===== src/rtl/alu_result_serializer.sv =====
// Serialises 2*DATA_WIDTH-bit ALU results into a byte stream (low byte first) for a TX FIFO.
// Optional feature: define ALU_SER_DROP_CNT_EN to add the saturating DROP_CNT counter/port.
module alu_result_serializer #(
  parameter int DATA_WIDTH = 8
) (
  input  logic                    CLK,
  input  logic                    RST,
  input  logic [2*DATA_WIDTH-1:0] ALU_OUT,
  input  logic                    ALU_OUT_VALID,
  input  logic                    FIFO_FULL,
  output logic [DATA_WIDTH-1:0]   WR_DATA,
  output logic                    WR_INC,
  output logic                    BUSY,
  output logic                    OVERFLOW
`ifdef ALU_SER_DROP_CNT_EN
  ,
  output logic [7:0]              DROP_CNT
`endif
);

  localparam int RW = 2 * DATA_WIDTH;

  typedef enum logic [1:0] {IDLE, SEND_LO, SEND_HI} state_t;

  state_t          state, state_d;
  logic [RW-1:0]   active, active_d;
  logic [RW-1:0]   pending, pending_d;
  logic            pend_v, pend_v_d;
  logic            hi_write;
  logic            drop;

  always_ff @(posedge CLK) begin
    if (RST) begin
      state    <= IDLE;
      active   <= '0;
      pending  <= '0;
      pend_v   <= 1'b0;
      OVERFLOW <= 1'b0;
    end else begin
      state    <= state_d;
      active   <= active_d;
      pending  <= pending_d;
      pend_v   <= pend_v_d;
      OVERFLOW <= drop;
    end
  end

  always_comb begin
    state_d   = state;
    active_d  = active;
    pending_d = pending;
    pend_v_d  = pend_v;
    hi_write  = 1'b0;
    drop      = 1'b0;
    WR_INC    = 1'b0;
    WR_DATA   = '0;

    case (state)
      IDLE: begin
        if (ALU_OUT_VALID) begin
          active_d = ALU_OUT;
          state_d  = SEND_LO;
        end
      end
      SEND_LO: begin
        WR_DATA = active[DATA_WIDTH-1:0];
        WR_INC  = !FIFO_FULL;
        if (!FIFO_FULL) state_d = SEND_HI;
      end
      SEND_HI: begin
        WR_DATA  = active[RW-1:DATA_WIDTH];
        WR_INC   = !FIFO_FULL;
        hi_write = !FIFO_FULL;
        if (hi_write) begin
          if (pend_v) begin
            active_d = pending;
            pend_v_d = 1'b0;
            state_d  = SEND_LO;
          end else begin
            state_d  = IDLE;
          end
        end
      end
      default: state_d = IDLE;
    endcase

    if (state != IDLE && ALU_OUT_VALID) begin
      // With PENDING empty and the last byte leaving, the new result would pass
      // through PENDING for zero cycles, so it goes straight to ACTIVE instead.
      if (hi_write && !pend_v) begin
        active_d = ALU_OUT;
        state_d  = SEND_LO;
      end else if (!pend_v || hi_write) begin
        pending_d = ALU_OUT;
        pend_v_d  = 1'b1;
      end else begin
        drop = 1'b1;
      end
    end

    // Reset aborts the result immediately, including the byte offered this cycle.
    if (RST) WR_INC = 1'b0;
  end

  assign BUSY = (state != IDLE);

`ifdef ALU_SER_DROP_CNT_EN
  always_ff @(posedge CLK) begin
    if (RST)
      DROP_CNT <= '0;
    else if (drop && DROP_CNT != 8'hFF)
      DROP_CNT <= DROP_CNT + 8'd1;
  end
`endif

endmodule


===== config.mk =====
export PLATFORM = sky130hd
export DESIGN_NAME = alu_result_serializer
export DESIGN_NICKNAME = d
export VERILOG_FILES = /design/src/rtl/alu_result_serializer.sv
export SDC_FILE = /design/constraint.sdc
export NUM_CORES = 1
export LEC_CHECK = 0
export ABC_AREA = 1
export BUFFER_PORTS_ARGS = -buffer_cell sky130_fd_sc_hd__buf_2
export CORE_ASPECT_RATIO = 0.6
export CORE_MARGIN = 3
export CORE_UTILIZATION = 62
export CTS_CLUSTER_DIAMETER = 150
export DETAILED_ROUTE_END_ITERATION = 7
export PLACE_DENSITY = 0.83
export RECOVER_POWER = 100
export SLEW_MARGIN = 20
export SYNTH_ARGS = -nofsm -noshare
export SYNTH_HDL_FRONTEND = slang
export SYNTH_SLANG_ARGS = --single-unit

===== constraint.sdc =====
create_clock -name CLK -period 3.2 [get_ports CLK]
set_input_delay 0.16 -clock CLK [delete_from_list [all_inputs] [get_ports CLK]]
set_output_delay 0.16 -clock CLK [all_outputs]
set_load 0.02 [all_outputs]

==> metrics.md, run 1 <==
| Metric | Value |
|---|---|
| Count leader, synth | nand2_1 |
| Total chip power | 1.25 mW |
| Vias per cell | 5.33 |
| NumNets Final | 470 |
| Layout cell share with drive strength beyond 1 | 8.76% |
| Synthesized cell area | 2400 sq um |
| Cell leakage power | 1.39 nW |
| Yosys reg bits | 36 |
| Max IR drop VDD | 336 uV |
| Max clock buf depth | 2 |
| Logic pwr share | 30.0% |
| Setup TNS | 0 ps |
| Share of the synthesized area in the top cell type | 30.7% |
| WS Path Type | reg -> out |
| DRT iter0 DRCs | 303 |
| Final wirelength | 6400 microns |
| Sw Pwr | 0.475 mW |
| Area growth syn-to-layout | 5.57% |
| CP max FO | 22 |
| Post-synth EDFFs | 0 |
| Die Area | 4690 sq um |
| Clock sinks | 36 |
| Arr. time, crit path | 2510 ps |
| GRT overflow | 0 |
| Clock slew at reported path FFs | 70 ps |
| Clock share of power | 25.8% |
| Die height | 54.2 microns |
| Initial antenna violation count | 0 |
| Initial core utilization | 69.0% |
| Syn_area_per_cell | 5.65 sq um |
| DR WL/cell | 13.1 microns |
| Slew HR | 32.3% |
| RSZ-0062 raised after global routing | false |
| Power Density | 493 nW/um^2 |
| Global-route wire length before repair | 10500 microns |
| Pin count of the biggest net entering global routing | 33 |
| Worst EP required | 3040 ps |
| DRC | 0 |
| Asr flop ratio synth | 0% |
| H-tree Lvls | 2 |
| Tmin final | 2670 ps |
| ANT nets after route | 0 |
| Most area-hungry cell type in the Yosys netlist | nand2_1 |
| Yosys warning count | 0 |
| CTS tree | done |
| CTS root buffer | clkbuf_8 |
| Synth cell types | 25 |
| Post-Syn Instances | 426 |
| Final slew viol count | 0 |
| PortBufs | 30 |
| P_int | 0.775 mW |
| Pre-antenna DRT Iters | 6 |
| Final instance area | 2540 sq um |
| Gr usage total | 29.1% |
| Sw Ratio | 38.0% |
| Sequential group share of total power | 44.2% |
| Ys flop type | dfxtp_1 |
| Hold buffers post-CTS | 0 |
| Max_cap viols | 0 |
| Vias in the first global route | 2216 |
| Area post-placement | 2490 sq um |
| Std-Cell Rows | 16 |
| Worst Setup Start Kind | register |
| IO Count | 31 |
| RePlAce Congestion | 0.835 |
| Final setup viols | 0 |
| Fin util | 72.9% |
| Synth area leaders | nand2_1 (31%), dfxtp_1 (30%), nor2_1 (10%) |
| Die W | 86.4 microns |
| Setup bufs post-CTS | 0 |
| Slew @ Worst Pin | 1010 ps |
| CTS buffer count | 5 |
| Hold crit path type | in -> reg |
| Core area | 3480 sq um |
| Crit. End Element | output pin |
| Inserted Diodes | 0 |
| Post_cts resized | 0 |
| Number of hold violations in the final report | 0 |
| Vias post-DR | 2610 |
| Setup Skew | 4.53 ps |
| Status | complete, no violations |
| Worst-Skew Late Latency | 300 ps |
| Synthesized net count | 451 |
| Fmax | 375 MHz |
| Period utilisation layout | 83.3% |
| Post-synth top cells | nand2_1 (197), nor2_1 (65), inv_1 (37), dfxtp_1 (36), a21oi_1 (26) |
| Dpl hpwl | 4150 microns |
| Post-synthesis sequential area ratio | 30.0% |
==> layout make-up <==
class                           instances  area [sq um]
Sequential cell                        36           721
Timing Repair Buffer                   31           143
Fill cell                             345           945
Clock buffer                            6          72.6
Clock inverter                          1          5.00
Multi-Input combinational cell        328          1380
Inverter                               43           164
Tap cell                               45          56.3
==> registers in the layout, summed over array words and instances, names as in the netlist <==
name and cells:
pending 16, state 2, active 16, pend_v 1
OVERFLOW 1
==> through the flow <==
| stage | setup WS, ps | hold slack, ps | std cells |
|---|---|---|---|
| 5_1_grt | 354 | 96.0 | 490 |
| 2_1_floorplan | 1600 | 229 | 426 |
| 4_1_cts | 982 | 87.5 | 490 |
| 3_5_place_dp | 998 | 399 | 483 |
| 3_3_place_gp | 1100 | 392 | 483 |
| 6_report | 533 | 85.3 | 490 |
==> path summary, 6_finish.rpt <==
check	startpoint	endpoint	slack, ps	depth (start not counted)
worst max-delay path	state[0]	WR_DATA[3]	530	6
worst min-delay path	ALU_OUT[15]	active[15]	90	3
worst max register to register	state[1]	active[14]	700	7
worst min register to register	pending[9]	pending[9]	520	4
==> placed cells by master (no fill, tap or decap) <==
cell,Yosys,layout
nand2_1,197,197
nor2_1,65,66
inv_1,37,37
dfxtp_1,36,36
a21oi_1,26,26
buf_2,4,21
nand3_1,19,20
clkbuf_1,3,11
ha_1,5,5
clkbuf_8,0,5
inv_2,4,4
o21ai_0,4,4
nor2_2,1,2
clkinv_1,1,1
nor3_1,1,1
inv_4,1,1
o21ai_2,1,1
nor4_1,1,1
a31oi_1,1,1
nor2_4,3,1
nand2_2,1,1
nand2_4,1,1
nand3_2,2,1
clkinv_2,0,1
==> critical path, cell delays in order (launching register included) <==
cell      delay, ps
dfxtp_1         360
inv_1           120
ha_1            340
clkbuf_1        790
nand2_1         140
a21oi_1         180
clkbuf_1        250
==> power groups by stage <==
stage	logic, mW	clock network, mW	registers [mW]
detailed placement	0.373	0	0.561
global placement	0.364	0	0.559
global route	0.433	0.340	0.558
finish	0.375	0.323	0.552
CTS	0.375	0.323	0.551
floorplan	0.298	0	0.549
==> layer usage <==
layer  global-route usage (%)  wire length (microns)  vias to the layer above
li1                         -                      -                     1317
met1                     40.2                   2850                     1142
met2                     46.3                   2790                      146
met3                     5.71                    717                        5
met4                     9.33                     44                        0
met5                        0                      0                        -
==> cells by family (layout without fill, tap and decap cells) <==
family | count (synthesis) | in the layout | synth area share (%)
buffers and inverters | 62 | 81 | 12.0
AOI/OAI and AO/OA | 32 | 32 | 6.87
and+or+nand+nor | 291 | 291 | 48.5
adders and majority gates | 5 | 5 | 2.60
DFF | 36 | 36 | 30.0
Power figures use the tool's default switching activity.
==> run 2: changes to the inputs <==
- CORE_UTILIZATION: 62 -> 58
- PLACE_DENSITY: 0.83 -> 0.78
- clock period: 3.2 -> 2.7 ns (I/O delays scaled with it)
==> run 2 against run 1 <==
Non-clock buffer count is 2 higher. Wire length is 1.1% lower. Power is 18% higher. Largest power group unchanged.
==> metrics.md, run 2 (synthesis gave the netlist of run 1 again) <==
| Metric | Value |
|---|---|
| Commonest non-fill, non-tap cells in the layout | nand2_1 (197), nor2_1 (67), inv_1 (38), dfxtp_1 (36), a21oi_1 (26) |
| CTS tree | done |
| Sequential cell area | 721 sq um |
| Pin count of the biggest net entering global routing | 33 |
| Biggest regs | active (16), pending (16), state (2) |
| Crit path buffers/inverters | 1 |
| # fillers | 393 |
| CTS root buffer | clkbuf_8 |
| Status | complete, no violations |
| Period utilisation layout | 80.4% |
| Die height | 55.9 microns |
| Commonest non-fill, non-tap cell in the layout | nand2_1 |
| CP max FO | 16 |
| Area growth syn-to-layout | 6.09% |
| Vias in the first global route | 2125 |
| Die Area | 4980 sq um |
| Fmax | 460 MHz |
| Final setup viols | 0 |
| Worst-Skew Late Latency | 290 ps |
| RSZ-0062 raised after global routing | false |
| Post_cts resized | 0 |
| Area post-placement | 2510 sq um |
| DRC | 0 |
| Vias per cell | 5.13 |
| FF-to-FF setup slack | 530 ps |
| Power Density | 578 nW/um^2 |
| Crit-path leading delay family | simple AND/OR/NAND/NOR gates |
| M1 WL | 3070 microns |
| Die W | 89.1 microns |
| Slew @ Worst Pin | 914 ps |
| ANT nets after route | 0 |
| Slew HR | 39.0% |
| Initial antenna violation count | 0 |
| R2r startpoint | state[1] |
| FF-to-FF path depth | 7 |
| Worst path slowest cell | nor2_2 |
| Multi-input logic area | 1380 sq um |
| Worst Setup Start Kind | register |
| Hold buffers post-CTS | 0 |
| Top Metal Used | met4 |
| DRT iter0 DRCs | 182 |
| Arr. time, crit path | 2400 ps |
| CTS buffer count | 5 |
| Vias post-DR | 2533 |
| Slack of the critical path | 528 ps |
| Tmin final | 2170 ps |
| H-tree Lvls | 2 |
| Cell-by-cell trace of the critical path | inv_1 > ha_1 > nor2_1 > nand3_1 > nor2_2 > nand2_1 > nand2_1 |
| Clock slew at reported path FFs | 80 ps |
| RePlAce Congestion | 0.876 |
| Crit. End Element | register |
| Setup bufs post-CTS | 0 |
| Reg-to-reg endpoint | active[14] |
| Max IR drop VDD | 297 uV |
| Final wirelength | 6330 microns |
| Met3 WL | 594 microns |
| Dpl hpwl | 4080 microns |
| Global-route wire length before repair | 10400 microns |
| Std-Cell Rows | 17 |
| Setup TNS | 0 ps |
| DR WL/cell | 12.8 microns |
| IO Count | 31 |
| Hold crit path type | in -> reg |
| Final instance area | 2550 sq um |
| Layout cell share with drive strength beyond 1 | 8.28% |
| Pre-antenna DRT Iters | 5 |
| Number of hold violations in the final report | 0 |
| Inserted Diodes | 0 |
| Cells after DPL | 487 |
| Final cell count without fillers | 494 |
| Hold Path Cell Cnt | 3 |
| Met2 WL post-DR | 2620 microns |
| Gr usage total | 26.6% |
| Dpl ws | 772 ps |
| Crit path to | active[14] |
| Worst EP required | 2930 ps |
| CP peak stage delay | 670 ps |
| Worst setup startpoint | state[1] |
| Max clock buf depth | 2 |
| Total chip power | 1.48 mW |
| PortBufs | 30 |
| Clock sinks | 36 |
| NumNets Final | 472 |
| Setup Skew | 6.30 ps |
| Initial core utilization | 62.8% |
| Critical path depth | 7 |
| WS Path Type | reg -> reg |
| Most used cell, CP | nand2_1 |
| Max_cap viols | 0 |
| Cell leakage power | 1.39 nW |
| Core area | 3830 sq um |
| GRT overflow | 0 |
| Final slew viol count | 0 |
## run 2: how the worst min path moves through the flow
stage	start	to
3_3_place_gp	ALU_OUT[8]	active[8]
5_1_grt	ALU_OUT[5]	active[5]
4_1_cts	ALU_OUT[7]	active[7]
2_1_floorplan	RST	pend_v
6_report	ALU_OUT[7]	active[7]
3_5_place_dp	ALU_OUT[7]	active[7]
## run 2: worst register-to-register path, delay by kind of cell, from the launching register on
kind                     cells  cell delay, ps
AND/OR/NAND/NOR              5            1360
flip-flops                   1             430
buffers and inverters        1             110
adder cells (fa/ha/maj)      1             210
## run 2: final cells by class
class,count,share of cell area (%)
Inverter,43,6.42
Clock inverter,1,0.196
Multi-Input combinational cell,328,53.9
Sequential cell,36,28.2
Clock buffer,6,2.84
Timing Repair Buffer,33,6.08
Tap cell,47,2.31
## run 2: power by group
group / total, mW / switching, mW / internal (mW) / leakage [nW]
clock: 0.374 / 0.198 / 0.176 / 0.0410
combinational: 0.448 / 0.302 / 0.146 / 1.06
sequential: 0.654 / 0.0537 / 0.600 / 0.296
## run 2: routing by layer
| metal | vias to the layer above | track usage (%) |
|---|---|---|
| met3 | 7 | 5.62 |
| met4 | 0 | 6.58 |
| met2 | 118 | 37.5 |
| met5 | - | 0 |
| li1 | 1321 | - |
| met1 | 1087 | 40.6 |
## run 2: stage by stage
| step | utilization [%] | hold WS [ps] |
|---|---|---|
| 3_3_place_gp | 65.6 | 370 |
| 3_5_place_dp | 65.6 | 368 |
| 2_1_floorplan | - | 204 |
| 4_1_cts | 67.6 | 62.9 |
| 5_1_grt | 66.6 | 79.4 |
| 6_report | 66.6 | 63.6 |
